$ cat src/rtl/icache_refill.sv
// rtl/icache_refill.sv - icache miss refill engine: one AXI4 read burst per line, then data/tag array write
// Optional feature macro: ICACHE_REFILL_WRAP_EN (critical-word-first WRAP burst)
module icache_refill #(
    parameter int IDX_LEN = 5,
    parameter int BLK_LEN = 4,
    parameter int BUS_W   = 64
) (
    input  logic                            clk,
    input  logic                            rst,
    input  logic                            req_valid_i,
    output logic                            req_ready_o,
    input  logic [31:0]                     req_addr_i,
    output logic                            arvalid_o,
    input  logic                            arready_i,
    output logic [31:0]                     araddr_o,
    output logic [7:0]                      arlen_o,
    output logic [2:0]                      arsize_o,
    output logic [1:0]                      arburst_o,
    input  logic                            rvalid_i,
    output logic                            rready_o,
    input  logic [BUS_W-1:0]                rdata_i,
    input  logic [1:0]                      rresp_i,
    input  logic                            rlast_i,
    output logic                            line_wen_o,
    output logic [IDX_LEN-1:0]              line_index_o,
    output logic [127:0]                    line_wdata_o,
    output logic [127:0]                    line_wmask_o,
    output logic                            tag_wen_o,
    output logic [31-IDX_LEN-BLK_LEN:0]     tag_o,
    output logic                            done_o,
    output logic                            err_o
);

    localparam int LINE_W = 128;
    localparam int BEATS  = LINE_W / BUS_W;
    localparam int SZ     = $clog2(BUS_W / 8);
    localparam int CNT_W  = (BEATS > 1) ? $clog2(BEATS) : 1;
    localparam int NB_W   = $clog2(BEATS + 1);
    localparam int TAG_W  = 32 - IDX_LEN - BLK_LEN;

    // Lowest address bit that the engine needs to remember.
`ifdef ICACHE_REFILL_WRAP_EN
    localparam int AL = SZ;
`else
    localparam int AL = BLK_LEN;
`endif

    typedef enum logic [2:0] {
        S_IDLE,
        S_AR,
        S_R,
        S_WR,
        S_DONE
    } state_t;

    state_t              state_q, state_d;
    logic [31:AL]        addr_q, addr_d;
    logic [LINE_W-1:0]   buf_q, buf_d;
    logic [CNT_W-1:0]    cnt_q, cnt_d;
    logic [NB_W-1:0]     nbeat_q, nbeat_d;
    logic                err_q, err_d;
    logic [CNT_W-1:0]    cnt_start;
    logic [CNT_W-1:0]    cnt_next;
    logic                unused_addr;

    // Byte-offset bits below the stored address never influence the refill.
    assign unused_addr = ^req_addr_i[AL-1:0];

    // First buffer slot to fill: the critical word when wrapping, else slot 0.
`ifdef ICACHE_REFILL_WRAP_EN
    assign cnt_start = addr_q[BLK_LEN-1:SZ];
`else
    assign cnt_start = '0;
`endif

    assign cnt_next = (int'(cnt_q) == BEATS - 1) ? '0 : cnt_q + 1'b1;

    // Array-side payload comes straight from registers so it is never X.
    assign line_index_o = addr_q[BLK_LEN +: IDX_LEN];
    assign tag_o        = addr_q[31 -: TAG_W];
    assign line_wdata_o = buf_q;

    // State and datapath registers; reset abandons any burst in flight.
    always_ff @(posedge clk or negedge rst) begin
        if (!rst) begin
            state_q <= S_IDLE;
            addr_q  <= '0;
            buf_q   <= '0;
            cnt_q   <= '0;
            nbeat_q <= '0;
            err_q   <= 1'b0;
        end else begin
            state_q <= state_d;
            addr_q  <= addr_d;
            buf_q   <= buf_d;
            cnt_q   <= cnt_d;
            nbeat_q <= nbeat_d;
            err_q   <= err_d;
        end
    end

    // Next-state, beat capture, error tracking and per-state outputs.
    always_comb begin
        state_d      = state_q;
        addr_d       = addr_q;
        buf_d        = buf_q;
        cnt_d        = cnt_q;
        nbeat_d      = nbeat_q;
        err_d        = err_q;
        req_ready_o  = 1'b0;
        arvalid_o    = 1'b0;
        araddr_o     = '0;
        arlen_o      = '0;
        arsize_o     = '0;
        arburst_o    = '0;
        rready_o     = 1'b0;
        line_wen_o   = 1'b0;
        line_wmask_o = '0;
        tag_wen_o    = 1'b0;
        done_o       = 1'b0;
        err_o        = 1'b0;

        case (state_q)
            S_IDLE: begin
                req_ready_o = 1'b1;
                if (req_valid_i) begin
                    addr_d  = req_addr_i[31:AL];
                    err_d   = 1'b0;
                    state_d = S_AR;
                end
            end

            S_AR: begin
                arvalid_o = 1'b1;
                araddr_o  = {addr_q, {AL{1'b0}}};
                arlen_o   = 8'(BEATS - 1);
                arsize_o  = 3'(SZ);
`ifdef ICACHE_REFILL_WRAP_EN
                arburst_o = 2'b10;
`else
                arburst_o = 2'b01;
`endif
                if (arready_i) begin
                    cnt_d   = cnt_start;
                    nbeat_d = '0;
                    state_d = S_R;
                end
            end

            S_R: begin
                rready_o = 1'b1;
                if (rvalid_i) begin
                    buf_d[int'(cnt_q)*BUS_W +: BUS_W] = rdata_i;
                    cnt_d = cnt_next;
                    if (nbeat_q != NB_W'(BEATS)) begin
                        nbeat_d = nbeat_q + 1'b1;
                    end
                    if (rresp_i != 2'b00) begin
                        err_d = 1'b1;
                    end
                    if (rlast_i) begin
                        // Only a clean burst of exactly BEATS beats is written.
                        if (nbeat_q == NB_W'(BEATS - 1) && !err_q && rresp_i == 2'b00) begin
                            state_d = S_WR;
                        end else begin
                            err_d   = 1'b1;
                            state_d = S_DONE;
                        end
                    end else if (nbeat_q >= NB_W'(BEATS - 1)) begin
                        // Slave overran the line; keep draining until rlast.
                        err_d = 1'b1;
                    end
                end
            end

            S_WR: begin
                line_wen_o   = 1'b1;
                line_wmask_o = '1;
                tag_wen_o    = 1'b1;
                state_d      = S_DONE;
            end

            S_DONE: begin
                done_o  = 1'b1;
                err_o   = err_q;
                err_d   = 1'b0;
                state_d = S_IDLE;
            end

            default: begin
                state_d = S_IDLE;
            end
        endcase
    end

endmodule
$ cat config.mk
export PLATFORM = sky130hd
export DESIGN_NAME = icache_refill
export DESIGN_NICKNAME = d
export VERILOG_FILES = /design/src/rtl/icache_refill.sv
export SDC_FILE = /design/constraint.sdc
export NUM_CORES = 1
export LEC_CHECK = 0
export CORE_MARGIN = 5
export CORE_UTILIZATION = 30
export CTS_CLUSTER_DIAMETER = 150
export CTS_CLUSTER_SIZE = 40
export DETAILED_ROUTE_END_ITERATION = 10
export PLACE_DENSITY = 0.63
export SYNTH_ARGS = -nofsm -noshare
export SYNTH_HDL_FRONTEND = slang
export SYNTH_SLANG_ARGS = --single-unit
$ cat constraint.sdc
create_clock -name clk -period 5.4 [get_ports clk]
set_input_delay 1.35 -clock clk [delete_from_list [all_inputs] [get_ports clk]]
set_output_delay 1.35 -clock clk [all_outputs]
set_load 0.005 [all_outputs]
# --- After elaboration in Yosys (flattened, before gate mapping) ---
# Index checks and enable logic that the tools add are counted.
# Widths: inputs -> output; s select.
totals:
  output_inout_bits: 336
  wordCells: 70
  regBits: 163
op_classes:
  add_sub_neg: 3
  mux: 33
  eq_ne: 11
  n_lt_le_gt_ge: 1
  reduce_logical: 14
  n_shift: 2
op_table:
  columns: ["operator", "count"]
  rows:
  - ["$bwmux 128", 1]
  - ["$mux 128", 1]
  - ["$shift 64x33->128 const A", 1]
  - ["$shiftx 64x33->128", 1]
  - ["$neg 7->33", 1]
  - ["$mux 32", 1]
  - ["$mux 1", 17]
  - ["$mux 3", 5]
  - ["$ne 2x2->1 const B", 6]
  - ["$pmux 3 s4", 1]
  - ["$mux 2", 4]
  - ["$reduce_and 4->1", 2]
  - ["$eq 3x2->1 const B", 2]
  - ["$reduce_and 3->1", 2]
  - ["$pmux 2 s2", 1]
  - ["$reduce_and 2->1", 2]
  - ["$reduce_bool 2->1", 2]
  - ["$eq 3x1->1 const B", 1]
  - ["$eq 3x3->1 const B", 1]
  - ["$logic_not 3->1", 1]
  - ["$pmux 1 s3", 1]
  - ["$reduce_bool 3->1", 1]
  - ["$add 2x1->2 const B", 1]
  - ["$eq 2x1->1 const B", 1]
  - ["6 further kinds", 7]

# --- Depth between registers and ports, before layout ---
depth:
  word_depth: 7
  depth_mapped: 6

# --- Worst setup path after synthesis ---
# Ideal clock, no wire load.
synth_path:
  path_type: "register to output"
  startpoint: "register state_q[1]"
  endpoint: "output line_wmask_o[0]"
  path_stages_with_launch: 4
  arrival_ps: 3370
  setup_slack_ps: 680
  cell_sequence: "dfrtp_1 -> clkbuf_1 -> and3b_1 -> buf_4"
synth_between:
  elab_chain_cells: 2
synth_lines:
  columns: ["item", "line_no", "text"]
  rows:
  - ["from (decl)", "56", "state_t state_q, state_d;"]
  - ["from (signal assigned)", "93", "state_q <= state_d;"]
  - ["$eq 3x2->1", "123", "case (state_q)"]
  - ["$mux 128", "123", null]
  - ["to (decl)", "27", "output logic [127:0] line_wmask_o,"]
# No other way between the ends.

# --- Worst setup path in the final report ---
layout_path:
  startpoint: "register state_q[1]"
  endpoint: "output line_wmask_o[115]"
# The elaborated chain is that of the path after synthesis.

==> results.md <==
* WP data arrival at 2850 ps
* Number of enable flip-flop cells after synthesis at 0
* Top FF cell, synth: dfrtp_1
* Clk_lat worst skew at between 400 and 500 ps
* Netlist cell types at 31
* Synthesized flop and latch total at 163
* Minimum clock period at 4200 ps
* Max-slew violations at 0
* Root Buffer: clkbuf_16
* Post-synth ARST share at 1.00
* CTS sink cnt at 163
* Largest net degree at the start of global routing at 131
* Clock Skew at 10.4 ps
* Crit. End Element: output pin
* Seq/Total Area, Yosys at 0.537
* Final #Nets at 957
* Via count at 5057
* CTS buffer count at 17
* Layout cells sized above 1 at 0.218
* CTS tree: yes
* Final Hold Fails at 0
* Reg2reg path depth at 5
* Overall power at 6500 µW
* First-pass GRT wire length at 33000 µm
* Die height at 169 µm
* Antenna violations before repair at 2
* Reg-to-Reg End: line_wdata_o[89]
* Core region area at 0.0250 mm²
* Outcome: finished, final reports clean
* DRT Pass-1 Iters at 4
* Worst-path maximum fanout at between 100 and 150
* Setup_tns at 0 ps
* Worst Hold Path EP: line_wdata_o[13]
* Hold-fix buffers at CTS at 0
* Initial core utilization at 0.303
* Ys Warns at 0
* Area share of the largest cell type after synthesis at 0.537
* GR Overflow Total at 0
* Chip Width at around 170 µm
* Vias in the first global route at 5544
* Cell with the most instances after synthesis: dfrtp_1
* Via density at 4.24
* Area leader, netlist: dfrtp_1
* Synth top area cells: dfrtp_1, mux2_2, buf_4, and2_1, mux2_1
* Final Cycle Share at 0.777
* RD Place Congestion at 0.757
* Final setup vio count at 0
* PwrDens at 557 mW/mm²
* CTS clk-pin slew, worst paths at about 70 ps
* Commonest cells in the netlist: dfrtp_1, buf_4, mux2_2
* P&R area growth vs syn at 53.6%
* H-tree depth at 4
* Rel. slew slack at 0.182
* IO Pins at 440
* Critical path class: flop to output pin
* HP Class: flop to flop
* Hold Crit Start: line_wdata_o[13]
* Slew @ Worst Pin at 1230 ps
* Post-CTS Setup Repair Bufs at 0
* Core Rows at just under 60
* Reg-to-reg slack, setup at approximately 3000 ps
* Syn Area/Cell at between 10 and 15 µm²
* Worst EP required at 4050 ps
* Detail Route Antenna Nets at 0
* Initial drt markers at 123
* Peak supply drop at about 0.24 mV
* Cells after Synth at 558
* Worst setup SP type: flop
* RSZ-0062 raised after global routing: false
* DIE AREA at 0.0286 mm²
* PortBufs at 422
* Detailed-route DRC error count at 0
* Synthesized cell area at roughly 0.0076 mm²
* Leak at just under 0.005 µW
* MaxCap Viol Count at 0
* Gr usage total at 0.150
* Total wire length at between 20000 and 25000 µm
* Post-DP HPWL at around 17000 µm
* Routed length per instance at 18.6 µm
* Worst r2r src: state_q[0]
* Post_cts resized at 0
* Clock Path Buffers at 2
* WHS Path Cells at 1
* Fmax achieved at around 240 MHz
## registers in the layout (all words and copies together) (netlist names)
| signal | flops |
|---|---|
| err_q | 1 |
| addr_q | 28 |
| cnt_q | 1 |
| state_q | 3 |
| line_wdata_o | 128 |
| nbeat_q | 2 |
## per-stage QoR
step / setup slack (ps) / util / hold slack (ps) / instances / cell area [µm²]
finish: 1200 / 0.466 / 487 / 1194 / 11700
global route: 892 / 0.466 / 515 / 1194 / 11700
CTS: 1140 / 0.466 / 495 / 1193 / 11700
detailed placement: 1610 / 0.442 / 478 / 1161 / 11100
global placement: 1700 / 0.442 / 470 / 1161 / 11100
floorplan: 680 / - / 476 / 570 / 7640
## layout by cell type (no fill, tap or decap), types with 2 or more instances in the layout
master and n:
mux2_2 143, ha_1 3, dfrtp_1 163, clkinv_8 2
and2_1 30, inv_8 5, buf_4 5, inv_1 2
nor3_1 3, mux2_1 13, nand3_1 2, o21ai_0 2
nor2_1 5, clkinvlp_4 4, nand2_1 5, conb_1 13
clkbuf_16 17, clkdlybuf4s50_1 421, inv_6 2, nor2_4 2
mux2i_1 3
## power breakdown
part           switching, µW  internal [µW]
sequential               351           1810
combinational            981           2130
clock                    565            662
## critical path, cell delays in order (launching register included)
cell             delay (ps)
dfrtp_1                 590
and3b_4                1050
clkdlybuf4s50_1         700
## routing by layer
layer  vias to the layer above  routed length, µm  GRT usage
met2                       269              11200      0.264
met3                        19               2420     0.0701
li1                       2303                  -          -
met4                         0                353     0.0410
met5                         -                  0          0
met1                      2466               8240      0.163
## worst max-delay path by stage
stage / slack [ps] / from / cells after the start / endpoint
2_1_floorplan: 680 / state_q[1] / 3 / line_wmask_o[0]
3_3_place_gp: 1700 / state_q[1] / 2 / line_wmask_o[16]
3_5_place_dp: 1610 / state_q[1] / 2 / line_wmask_o[115]
4_1_cts: 1140 / state_q[1] / 2 / line_wmask_o[115]
5_1_grt: 890 / state_q[1] / 2 / line_wmask_o[40]
6_report: 1200 / state_q[1] / 2 / line_wmask_o[115]
## cell type report
type / count / area (µm²)
clock buffer: 18 / 429
fill: 2252 / 13400
antenna: 1 / 2.50
inverter: 2 / 7.51
timing repair buffer: 428 / 4280
multi-input combinational: 238 / 2290
clock inverter: 14 / 166
sequential: 163 / 4080
tap: 330 / 413
## logic make-up after synthesis
kind of cell | after synthesis | synth area share
buffers and inverters | 169 | 0.169
flip-flops | 163 | 0.537
multiplexers | 159 | 0.235
AND/OR/NAND/NOR | 58 | 0.0488
AO/OA/AOI/OAI | 5 | 0.00445
adder cells (fa/ha/maj) | 3 | 0.00494
other | 1 | 0.000494
Note: power is estimated with default switching activity, not from simulation.
